===== config.mk =====
export PLATFORM = sky130hd
export DESIGN_NAME = imem_load_controller_flat
export DESIGN_NICKNAME = d
export VERILOG_FILES = /design/src/rtl/imem_load_controller_if.sv /design/src/rtl/imem_load_controller.sv /design/src/flat_wrapper.sv
export SDC_FILE = /design/constraint.sdc
export NUM_CORES = 1
export LEC_CHECK = 0
export ABC_AREA = 1
export BUFFER_PORTS_ARGS = -buffer_cell sky130_fd_sc_hd__buf_2
export CAP_MARGIN = 20
export CORE_ASPECT_RATIO = 1.4
export CORE_UTILIZATION = 49
export CTS_BUF_LIST = sky130_fd_sc_hd__clkbuf_4 sky130_fd_sc_hd__clkbuf_8
export CTS_CLUSTER_SIZE = 12
export DETAILED_ROUTE_END_ITERATION = 8
export PLACE_DENSITY = 0.83
export SLEW_MARGIN = 5
export SYNTH_ARGS = -nofsm -noshare
export SYNTH_HDL_FRONTEND = slang
export SYNTH_SLANG_ARGS = --single-unit
export TNS_END_PERCENT = 100

===== constraint.sdc =====
create_clock -name clk -period 2.2 [get_ports clk]
set_clock_uncertainty 0.05 [all_clocks]
set_input_delay 0.44 -clock clk [delete_from_list [all_inputs] [get_ports clk]]
set_output_delay 0.44 -clock clk [all_outputs]
set_load 0.01 [all_outputs]

===== src/rtl/imem_load_controller_if.sv =====
// imem_load_controller_if
//   Bundles every non-clock/reset signal of the instruction-memory load
//   controller: the byte-stream loader request/handshake, the fetch-stage
//   PC/instruction path, the shared memory port and the status flags.
//
//   Modports:
//     slave  - the controller itself (takes requests, drives the memory port)
//     master - the environment (loader, fetch stage, memory, status observer)
//
//   Signals:
//     load_start, load_len, load_abort  loader requests into the controller
//     in_valid, in_data, in_ready       loader byte handshake
//     fetch_pc, fetch_instr, fetch_valid fetch-stage path
//     core_stall                        pipeline freeze
//     mem_addr, mem_we, mem_wdata       shared memory port out
//     mem_rdata                         combinational memory read data in
//     load_done, load_err               completion pulse and sticky error
interface imem_load_controller_if #(
  parameter int AW = 8,
  parameter int DW = 8
);
  logic          load_start;
  logic [AW-1:0] load_len;
  logic          load_abort;
  logic          in_valid;
  logic [DW-1:0] in_data;
  logic          in_ready;
  logic [AW-1:0] fetch_pc;
  logic [DW-1:0] fetch_instr;
  logic          fetch_valid;
  logic          core_stall;
  logic [AW-1:0] mem_addr;
  logic          mem_we;
  logic [DW-1:0] mem_wdata;
  logic [DW-1:0] mem_rdata;
  logic          load_done;
  logic          load_err;

  modport slave (
    input  load_start, load_len, load_abort, in_valid, in_data,
           fetch_pc, mem_rdata,
    output in_ready, fetch_instr, fetch_valid, core_stall,
           mem_addr, mem_we, mem_wdata, load_done, load_err
  );

  modport master (
    output load_start, load_len, load_abort, in_valid, in_data,
           fetch_pc, mem_rdata,
    input  in_ready, fetch_instr, fetch_valid, core_stall,
           mem_addr, mem_we, mem_wdata, load_done, load_err
  );
endinterface


===== src/rtl/imem_load_controller.sv =====
// imem_load_controller
//   Loads a program byte stream into the single-port instruction memory and
//   then hands that same address port to the fetch stage. The pipeline is
//   held (core_stall) from reset until a complete program has been written,
//   and again during any reload.
//
//   Ports:
//     clk    system clock, rising edge
//     reset  asynchronous, active-high; returns to HALT and clears all state
//     bus    imem_load_controller_if.slave (loader, fetch, memory, status)
//
//   States: HALT -> LOAD -> SETTLE -> RUN, with RUN -> LOAD on reload and
//   LOAD -> HALT on abort.
module imem_load_controller #(
  parameter int DEPTH = 36,
  parameter int AW    = 8,
  parameter int DW    = 8
) (
  input logic                  clk,
  input logic                  reset,
  imem_load_controller_if.slave bus
);

  typedef enum logic [1:0] {HALT, LOAD, SETTLE, RUN} state_t;

  localparam logic [AW-1:0] DEPTH_W = AW'(DEPTH);

  state_t        state;
  state_t        state_next;
  logic [AW-1:0] wr_ptr;
  logic [AW-1:0] remaining;
  logic          load_err_q;
  logic          load_done_q;

  logic start_window;
  logic len_ok;
  logic start_ok;
  logic start_bad;
  logic abort_hit;
  logic byte_take;
  logic pc_ok;
  logic fetch_oob;

  // A load request is only considered while idle or running; requests that
  // arrive mid-load or during SETTLE are silently dropped.
  assign start_window = (state == HALT) || (state == RUN);
  assign len_ok       = (bus.load_len != '0) && (bus.load_len <= DEPTH_W);
  assign start_ok     = bus.load_start && start_window && len_ok;
  assign start_bad    = bus.load_start && start_window && !len_ok;

  // Abort beats a byte presented in the same cycle, so that byte is neither
  // written nor counted.
  assign abort_hit = (state == LOAD) && bus.load_abort;
  assign byte_take = (state == LOAD) && bus.in_valid && !bus.load_abort;

  assign pc_ok     = bus.fetch_pc < DEPTH_W;
  assign fetch_oob = (state == RUN) && !pc_ok;

  // State register
  always_ff @(posedge clk or posedge reset) begin
    if (reset) begin
      state <= HALT;
    end else begin
      state <= state_next;
    end
  end

  // Next-state logic
  always_comb begin
    state_next = state;
    unique case (state)
      HALT: begin
        if (start_ok) state_next = LOAD;
      end
      LOAD: begin
        if (abort_hit) begin
          state_next = HALT;
        end else if (byte_take && (remaining == AW'(1))) begin
          state_next = SETTLE;
        end
      end
      SETTLE: begin
        state_next = RUN;
      end
      RUN: begin
        if (start_ok) state_next = LOAD;
      end
      default: state_next = HALT;
    endcase
  end

  // Load counters and status flags. load_done is registered off SETTLE so it
  // lands exactly in the first RUN cycle. An accepted start clears the error
  // even if an out-of-range fetch happens in that same cycle.
  always_ff @(posedge clk or posedge reset) begin
    if (reset) begin
      wr_ptr      <= '0;
      remaining   <= '0;
      load_err_q  <= 1'b0;
      load_done_q <= 1'b0;
    end else begin
      load_done_q <= (state == SETTLE);

      if (start_ok) begin
        remaining <= bus.load_len;
        wr_ptr    <= '0;
      end else if (byte_take) begin
        wr_ptr    <= wr_ptr + AW'(1);
        remaining <= remaining - AW'(1);
      end

      if (start_ok) begin
        load_err_q <= 1'b0;
      end else if (start_bad || abort_hit || fetch_oob) begin
        load_err_q <= 1'b1;
      end
    end
  end

  // Output logic: the memory port is muxed between the write pointer during
  // LOAD and the fetch PC during RUN; reads are combinational end to end.
  always_comb begin
    bus.in_ready    = 1'b0;
    bus.mem_we      = 1'b0;
    bus.mem_addr    = '0;
    bus.mem_wdata   = '0;
    bus.fetch_instr = '0;
    bus.fetch_valid = 1'b0;
    bus.core_stall  = 1'b1;
    bus.load_done   = load_done_q;
    bus.load_err    = load_err_q;
    unique case (state)
      HALT: begin
      end
      LOAD: begin
        bus.in_ready  = 1'b1;
        bus.mem_addr  = wr_ptr;
        bus.mem_wdata = bus.in_data;
        bus.mem_we    = byte_take;
      end
      SETTLE: begin
      end
      RUN: begin
        bus.core_stall = 1'b0;
        bus.mem_addr   = bus.fetch_pc;
        if (pc_ok) begin
          bus.fetch_instr = bus.mem_rdata;
          bus.fetch_valid = 1'b1;
        end
      end
      default: begin
      end
    endcase
  end

endmodule


===== src/flat_wrapper.sv =====
// flat-port wrapper written by rule: the top's interface ports become plain ports
module imem_load_controller_flat 
#(
  parameter int DEPTH = 36,
  parameter int AW    = 8,
  parameter int DW    = 8
)
  (clk, reset, bus_load_start, bus_load_len, bus_load_abort, bus_in_valid, bus_in_data, bus_fetch_pc, bus_mem_rdata, bus_in_ready, bus_fetch_instr, bus_fetch_valid, bus_core_stall, bus_mem_addr, bus_mem_we, bus_mem_wdata, bus_load_done, bus_load_err);
  imem_load_controller_if #(.AW(AW), .DW(DW)) bus_i ();
  input logic clk;
  input logic reset;
  input wire logic [$bits(bus_i.load_start)-1:0] bus_load_start;
  input wire logic [$bits(bus_i.load_len)-1:0] bus_load_len;
  input wire logic [$bits(bus_i.load_abort)-1:0] bus_load_abort;
  input wire logic [$bits(bus_i.in_valid)-1:0] bus_in_valid;
  input wire logic [$bits(bus_i.in_data)-1:0] bus_in_data;
  input wire logic [$bits(bus_i.fetch_pc)-1:0] bus_fetch_pc;
  input wire logic [$bits(bus_i.mem_rdata)-1:0] bus_mem_rdata;
  output wire logic [$bits(bus_i.in_ready)-1:0] bus_in_ready;
  output wire logic [$bits(bus_i.fetch_instr)-1:0] bus_fetch_instr;
  output wire logic [$bits(bus_i.fetch_valid)-1:0] bus_fetch_valid;
  output wire logic [$bits(bus_i.core_stall)-1:0] bus_core_stall;
  output wire logic [$bits(bus_i.mem_addr)-1:0] bus_mem_addr;
  output wire logic [$bits(bus_i.mem_we)-1:0] bus_mem_we;
  output wire logic [$bits(bus_i.mem_wdata)-1:0] bus_mem_wdata;
  output wire logic [$bits(bus_i.load_done)-1:0] bus_load_done;
  output wire logic [$bits(bus_i.load_err)-1:0] bus_load_err;
  assign bus_i.load_start = bus_load_start;
  assign bus_i.load_len = bus_load_len;
  assign bus_i.load_abort = bus_load_abort;
  assign bus_i.in_valid = bus_in_valid;
  assign bus_i.in_data = bus_in_data;
  assign bus_i.fetch_pc = bus_fetch_pc;
  assign bus_i.mem_rdata = bus_mem_rdata;
  assign bus_in_ready = bus_i.in_ready;
  assign bus_fetch_instr = bus_i.fetch_instr;
  assign bus_fetch_valid = bus_i.fetch_valid;
  assign bus_core_stall = bus_i.core_stall;
  assign bus_mem_addr = bus_i.mem_addr;
  assign bus_mem_we = bus_i.mem_we;
  assign bus_mem_wdata = bus_i.mem_wdata;
  assign bus_load_done = bus_i.load_done;
  assign bus_load_err = bus_i.load_err;
  imem_load_controller #(.DEPTH(DEPTH), .AW(AW), .DW(DW)) u_core (.clk(clk), .reset(reset), .bus(bus_i));
endmodule

### Yosys cells after proc, flatten, opt, wreduce, memory -nomap -nowiden

Cells that the tools add are included.

| cells by class | value |
|---|---|
| $add $sub $neg | 2 |
| order comparisons | 2 |
| eq/ne operators | 6 |
| mux-type cells | 19 |
| reductions and logical operators | 21 |

Operators by type and width:

| cell | number |
|---|---|
| two-way mux 8 bit | 7 |
| one-hot mux 8 bit (2 select lines) | 1 |
| logical AND 1 bit | 9 |
| adder 8 x 1 -> 8 bit (second input constant) | 1 |
| == test 8 x 1 -> 1 bit (second input constant) | 1 |
| <= comparator 8 x 6 -> 1 bit (second input constant) | 1 |
| < comparator 8 x 6 -> 1 bit (second input constant) | 1 |
| nonzero test 8 bit | 1 |
| subtractor 8 x 1 -> 8 bit (second input constant) | 1 |
| two-way mux 1 bit | 7 |
| two-way mux 2 bit | 3 |
| one-hot mux 2 bit (3 select lines) | 1 |
| == test 2 bit (second input constant) | 2 |
| nonzero test 2 bit | 2 |
| logical NOT 1 bit | 3 |
| logical OR 1 bit | 3 |
| inequality test 3 x 2 -> 1 bit (second input constant) | 1 |
| == test 2 x 1 -> 1 bit (second input constant) | 1 |
| logical NOT 2 bit | 1 |
| inequality test 2 x 1 -> 1 bit (second input constant) | 1 |
| AND reduction 2 bit | 1 |
| OR reduction 2 bit | 1 |

| word-level totals | value |
|---|---|
| register bits | 20 |
| input port bits | 37 |
| output and inout port bits | 30 |
| logic and storage cells | 55 |

### Logic depth before layout (Yosys ltp)

Gate-level depths: netlist (run 1).

| depth | value |
|---|---|
| depth in word-level cells | 8 |
| gate-level depth with buffers | 10 |

### Worst setup path before layout (run 1)

Ideal clock, no wire load.

| timing path | value |
|---|---|
| kind | flip-flop to output port |
| from | register u_core.state[1] |
| to | output port bus_mem_addr[7] |
| data arrival time | 1.342 ns |
| setup slack | 0.368 ns |
| cell stages (with the launch flop) | 7 |
| buffers on the path | 2 |
| cells stage by stage | dfrtp_1 > inv_1 > ha_1 > buf_6 > inv_1 > buf_2 > o21ai_0 |

| between the ends | value |
|---|---|
| longest elaborated chain between the ends | 2 |

RTL lines:

| item | line | source |
|---|---|---|
| from (decl) | imem_load_controller.sv:28 | `state_t state;` |
| from (signal assigned) | imem_load_controller.sv:64 | `state <= state_next;` |
| == test 2 bit or == test 2 x 1 -> 1 bit (tied branches) | imem_load_controller.sv:132 | `unique case (state)` |
| one-hot mux 8 bit (2 select lines) * | imem_load_controller.sv:132 |  |
| to (decl) | flat_wrapper.sv:23 | `output wire logic [$bits(bus_i.mem_addr)-1:0] bus_mem_addr;` |

Every way passes the cells marked *; elsewhere a longest branch is shown, timed or not.

### Worst setup path in the final report (run 1)

Same ends and word-level chain as after synthesis.

==> results of run 1 <==
==> cell families (layout without fill, tap and decap cells) <==
group,after synthesis,in the layout,synth area share
AOI/OAI and AO/OA,22,22,0.0789
buffers and inverters,49,121,0.137
DFF,20,20,0.336
adders and majority gates,6,6,0.0503
and+or+nand+nor,116,116,0.363
xor gates and xnor gates,6,6,0.0352
==> where the power goes <==
part           switching [µW]  internal (µW)  total (µW)
registers                 147            530         677
logic                     701            492        1190
clock network             128            243         371
total                     976           1270        2240
==> layout make-up <==
class / instances / area, µm²
fill: 297 / 921
multi-input combinational: 150 / 790
sequential: 20 / 500
timing repair buffer: 73 / 380
inverter: 44 / 169
tap: 37 / 46.3
clock buffer: 3 / 41.3
clock inverter: 1 / 30.0
==> registers in the layout, indices dropped and copies added (netlist names) <==
signal and count:
u_core.remaining 8, u_core.wr_ptr 8, u_core.bus.load_err 1, u_core.state 2, u_core.bus.load_done 1
==> routing by layer <==
metal / GRT usage / part of all wire / vias to the layer above
met4: 0.0882 / 0.016 / 0
met3: 0.0586 / 0.065 / 6
met1: 0.227 / 0.39 / 703
met2: 0.420 / 0.52 / 58
li1: - / - / 822
met5: 0 / 0 / -
==> cell usage in the layout (no fill, tap or decap), types with 3 or more instances in the layout <==
cell type and n:
buf_2 66, nand2_1 49, inv_1 43, nor2_1 27
nand3_1 25, dfrtp_1 20, o21ai_0 11, buf_4 6
ha_1 5, nor2_2 4, a21oi_1 4, xor2_1 3
o22ai_1 3, o21ai_1 3, xnor2_1 3, clkbuf_8 3
==> how the worst max path moves through the flow <==
stage	cells past startpoint	slack (ns)	startpoint	to
6_report	6	0.12	u_core.state[1]	bus_mem_addr[7]
5_1_grt	6	0.03	u_core.state[1]	bus_mem_addr[2]
4_1_cts	5	0.09	u_core.state[1]	bus_mem_addr[2]
3_5_place_dp	8	0.34	u_core.state[0]	u_core.remaining[1]
3_3_place_gp	8	0.41	u_core.state[0]	u_core.remaining[2]
2_1_floorplan	6	0.37	u_core.state[1]	bus_mem_addr[7]
==> metrics by stage <==
stage | worst slack, ns | total power (µW) | hold WS, ns | std cells
2_1_floorplan | 0.368 | 1480 | 0.354 | 219
3_3_place_gp | 0.408 | 1780 | 0.463 | 321
3_5_place_dp | 0.341 | 1820 | 0.474 | 321
4_1_cts | 0.0931 | 2190 | 0.276 | 325
5_1_grt | 0.0290 | 2450 | 0.330 | 328
6_report | 0.115 | 2240 | 0.245 | 328
==> what timing repair did <==
action | CTS | global route
setup endpoints to repair | 0 | 1
gates resized for setup | 0 | 2
setup buffers | 0 | 3
==> flow_metrics.py, run 1 <==
metrics = {
    "route": {
        "routed_via_density": 4.84,
        "drtPass1Iterations": 4,
        "wl_per_cell_um": 10.7,
        "vias": 1589,
        "drtIter0Drc": 27,
        "drcViolationCount": 0,
        "wl_um": 3520,
        "drtAntennaViolNets": 0,
    },
    "logic_synthesis": {
        "ys.flop_type": "dfrtp_1",
        "synth_top_area_cell": "dfrtp_1",
        "async_reset_ff_frac": 1.00,
        "netlist_area_um2": 1490,
        "ys_seq_area_frac": 0.336,
        "synth_top_cells_by_area": "dfrtp_1, nand2_1, inv_1",
        "synth_most_common_cell": "nand2_1",
        "synth_edf_count": 0,
        "synth_cell_types": 25,
        "postSynthCellCount": 219,
        "netlist_top_cells_count": "nand2_1, inv_1, nor2_1",
        "ys_warn_count": 0,
        "avgSynthCellArea_um2": 6.81,
        "ys_ff_latch": 20,
        "synth_nets": 262,
        "yosysTopAreaCellShare": 0.336,
    },
    "worst_setup_path": {
        "cp_top_family": "buffers and inverters",
        "worst-path-max-fanout": 6,
        "r2r_end": "u_core.remaining[1]",
        "reg2reg_slack_ns": 0.32,
        "crit_chain": "inv_1 -> ha_2 -> clkinvlp_4 -> clkbuf_2 -> o21ai_0 -> buf_2",
        "critPathMaxStageDelay_ns": 0.42,
        "critical_path_required_ns": 1.71,
        "crit_type": "reg -> out",
        "reg2reg_from": "u_core.state[0]",
        "path_buf_inv": 4,
        "crit_path_start_kind": "register",
        "endpoint_kind": "output port",
        "r2r_cells": 8,
        "critPathSlowestCell": "dfrtp_1",
        "cp_data_arrival_time_ns": 1.59,
    },
    "global_routing": {
        "grt_usage": 0.220,
        "antenna_found_initial": 0,
        "grt_pass1_vias": 1340,
        "grt_max_degree": 21,
        "overflow": 0,
        "grt_pass1_wl_um": 5530,
    },
    "floorplanning": {
        "ioPinCount": 67,
        "dieArea_um2": 3270,
        "fp.coreArea_um2": 2880,
        "fp-row-count": 23,
        "fp.dieH_um": 67.3,
        "die_x_um": 48.6,
        "start_util": 0.518,
    },
    "cells_and_area": {
        "antenna_cells": 0,
        "drive_gt1_frac": 0.306,
        "final_util": 0.680,
        "area_growth_syn_to_layout_pct": 31.2,
        "layout.nets": 335,
        "fin_area_um2": 1960,
    },
    "min_path": {
        "hold_path.class": "in -> async",
    },
    "clocking": {
        "path_clk_slew_ns": 0.08,
        "ctsHoldBuffers": 0,
        "cts_buffer_depth": 2,
        "htreeDepth": 1,
        "clock_sinks": 20,
        "insertion_delay_ns": 0.27,
        "cts_buffers": 3,
        "clock_tree.root_cell": "clkbuf_8",
        "cts_tree": "built",
    },
    "placed_design": {
        "place.gp.congestion": 0.922,
        "io_buffers": 66,
        "dpl-instance-area_um2": 1860,
        "hpwl_um": 2800,
    },
    "timing": {
        "maxSlewHeadroom": 0.493,
        "worst_pin_slew_ns": 0.759,
        "hold_viol": 0,
        "drv_slew": 0,
        "tns_ns": 0,
        "setup_viol": 0,
        "max_freq_mhz": 480,
        "fin_crit_ns": 2.08,
        "timing.final.crit_share": 0.948,
        "rsz0062_at_grt": "false",
    },
    "power": {
        "ir_drop_mv": 0.658,
        "powerDensity_nw_per_um2": 1150,
        "power.leakage_uw": 0.00116,
    },
    "outcome": {
        "status": "finished clean",
    },
    "job": {
        "drv_cap": 0,
    },
}
No activity file was read; power rests on OpenSTA's default activity.
==> run 2, diff against run 1 <==
--- a/config.mk
+++ b/config.mk
@@ -16,2 +16,3 @@
 export PLACE_DENSITY = 0.83
+export REMOVE_ABC_BUFFERS = 1
 export SLEW_MARGIN = 5
==> constraint.sdc (replaced) <==
create_clock -name clk -period 2.2 [get_ports clk]
set_clock_uncertainty 0.05 [all_clocks]
set_input_delay 0.11 -clock clk [delete_from_list [all_inputs] [get_ports clk]]
set_output_delay 0.11 -clock clk [all_outputs]
set_load 0.01 [all_outputs]
==> flow_metrics.py, run 2 (synthesis gave the netlist of run 1 again) <==
metrics = {
    "outcome": {
        "status": "finished clean",
    },
    "route": {
        "drtAntennaViolNets": 0,
        "wl_per_cell_um": 11.2,
        "drtIter0Drc": 25,
        "drtPass1Iterations": 4,
        "routed_via_density": 4.95,
        "drcViolationCount": 0,
        "vias": 1614,
        "wl_um": 3670,
    },
    "global_routing": {
        "top_usage_layer": "met2",
        "antenna_found_initial": 0,
        "overflow": 0,
        "use_met3": 0.0225,
        "use_met1": 0.242,
        "grt_max_degree": 21,
        "grt_usage": 0.234,
        "grtUsageMet2": 0.479,
        "grt_pass1_vias": 1388,
        "grt_pass1_wl_um": 5870,
    },
    "cells_and_area": {
        "mostFrequentLayoutCells": "buf_2, nand2_1, inv_1",
        "layout.nets": 333,
        "area_growth_syn_to_layout_pct": 29.0,
        "drive_gt1_frac": 0.291,
        "fin_area_um2": 1920,
        "multi_input_area_um2": 787,
        "regArea_um2": 500,
        "antenna_cells": 0,
        "stdcell_count": 326,
        "fillers": 253,
        "final_common_cell": "buf_2",
        "reg.largest.list": "u_core.remaining (8), u_core.wr_ptr (8), u_core.state (2)",
    },
    "floorplanning": {
        "fp.coreArea_um2": 2880,
        "fp-row-count": 23,
        "dieArea_um2": 3270,
        "fp.dieH_um": 67.3,
        "die_x_um": 48.6,
        "ioPinCount": 67,
        "start_util": 0.518,
    },
    "timing": {
        "tns_ns": 0,
        "fin_ws_ns": 0.267,
        "rsz0062_at_grt": "false",
        "fin_crit_ns": 1.93,
        "maxSlewHeadroom": 0.486,
        "setup_viol": 0,
        "hold_viol": 0,
        "max_freq_mhz": 517,
        "drv_slew": 0,
        "worst_pin_slew_ns": 0.770,
        "timing.final.crit_share": 0.879,
    },
    "placed_design": {
        "place_inst": 321,
        "io_buffers": 66,
        "dpl-instance-area_um2": 1860,
        "pre_cts_ws_ns": 0.369,
        "place.gp.congestion": 0.820,
        "hpwl_um": 2850,
    },
    "worst_setup_path": {
        "crit_type": "reg -> reg",
        "critPathSlowestCell": "dfrtp_1",
        "reg2reg_from": "u_core.state[0]",
        "crit_chain": "inv_1 -> ha_1 -> nand2_1 -> nor3_2 -> nand3_2 -> inv_1 -> nand2_1 -> nand3_1",
        "endpoint_kind": "register",
        "critical_path_required_ns": 2.35,
        "crit_path_start_kind": "register",
        "cp_data_arrival_time_ns": 2.08,
        "critPathMaxStageDelay_ns": 0.40,
        "worst-path-max-fanout": 14,
        "crit_path_start": "u_core.state[0]",
    },
    "clocking": {
        "cts_buffers": 3,
        "cts_buffer_depth": 2,
        "clock_tree.root_cell": "clkbuf_8",
        "path_clk_slew_ns": 0.08,
        "cts_setup_buffers": 0,
        "ctsHoldBuffers": 1,
        "insertion_delay_ns": 0.26,
        "cts.repair.resized": 0,
        "cts_tree": "built",
        "htreeDepth": 1,
        "clock_sinks": 20,
    },
    "power": {
        "powerDensity_nw_per_um2": 1100,
        "finalPower_uw": 2110,
        "ir_drop_mv": 0.700,
        "power.leakage_uw": 0.00115,
    },
    "job": {
        "drv_cap": 0,
    },
    "min_path": {
        "holdCritStartpoint": "bus_load_len[0]",
        "hold_path.class": "in -> reg",
    },
}
[run 2: final timing paths]
path / end / slack [ns] / cells after the start
setup / recovery: u_core.remaining[2] / 0.27 / 8
hold reg to reg: u_core.state[1] / 0.49 / 2
min in group asynchronous: u_core.wr_ptr[5] / 0.47 / 3
max in group asynchronous: u_core.remaining[3] / 1.14 / 3
hold / removal: u_core.remaining[0] / 0.02 / 3
setup reg to reg: u_core.remaining[2] / 0.27 / 8
[run 2: per-stage QoR]
step	util	hold WS, ns
global placement	0.646	0.231
CTS	0.669	0.0214
floorplan	-	0.0238
global route	0.669	0.0306
detailed placement	0.646	0.233
finish	0.669	0.0208
[run 2: report_power, final]
group | leakage [µW] | internal, µW | switching [µW]
Sequential | 0.000252 | 530 | 155
Combinational | 0.000869 | 448 | 693
Clock | 0.0000288 | 160 | 126
[run 2: critical path: cells and delay by family (launching register included)]
| kind | cells | cell delay [ns] |
|---|---|---|
| and+or+nand+nor | 5 | 0.76 |
| DFF | 1 | 0.40 |
| buffers and inverters | 2 | 0.38 |
| adders and majority gates | 1 | 0.29 |
[run 2: cell type report]
| cell class | instances | area share |
|---|---|---|
| well taps | 37 | 0.0241 |
| clock buffers | 4 | 0.0286 |
| flip-flops and latches | 20 | 0.260 |
| repair buffers | 71 | 0.192 |
| multi-input cells | 150 | 0.409 |
| inverters | 44 | 0.0858 |
[run 2: layer usage]
layer	vias up	wire length, µm	share of wire
met5	-	0	0
met4	0	48	0.013
met3	5	213	0.058
met2	67	1960	0.54
met1	728	1440	0.39
li1	814	-	-
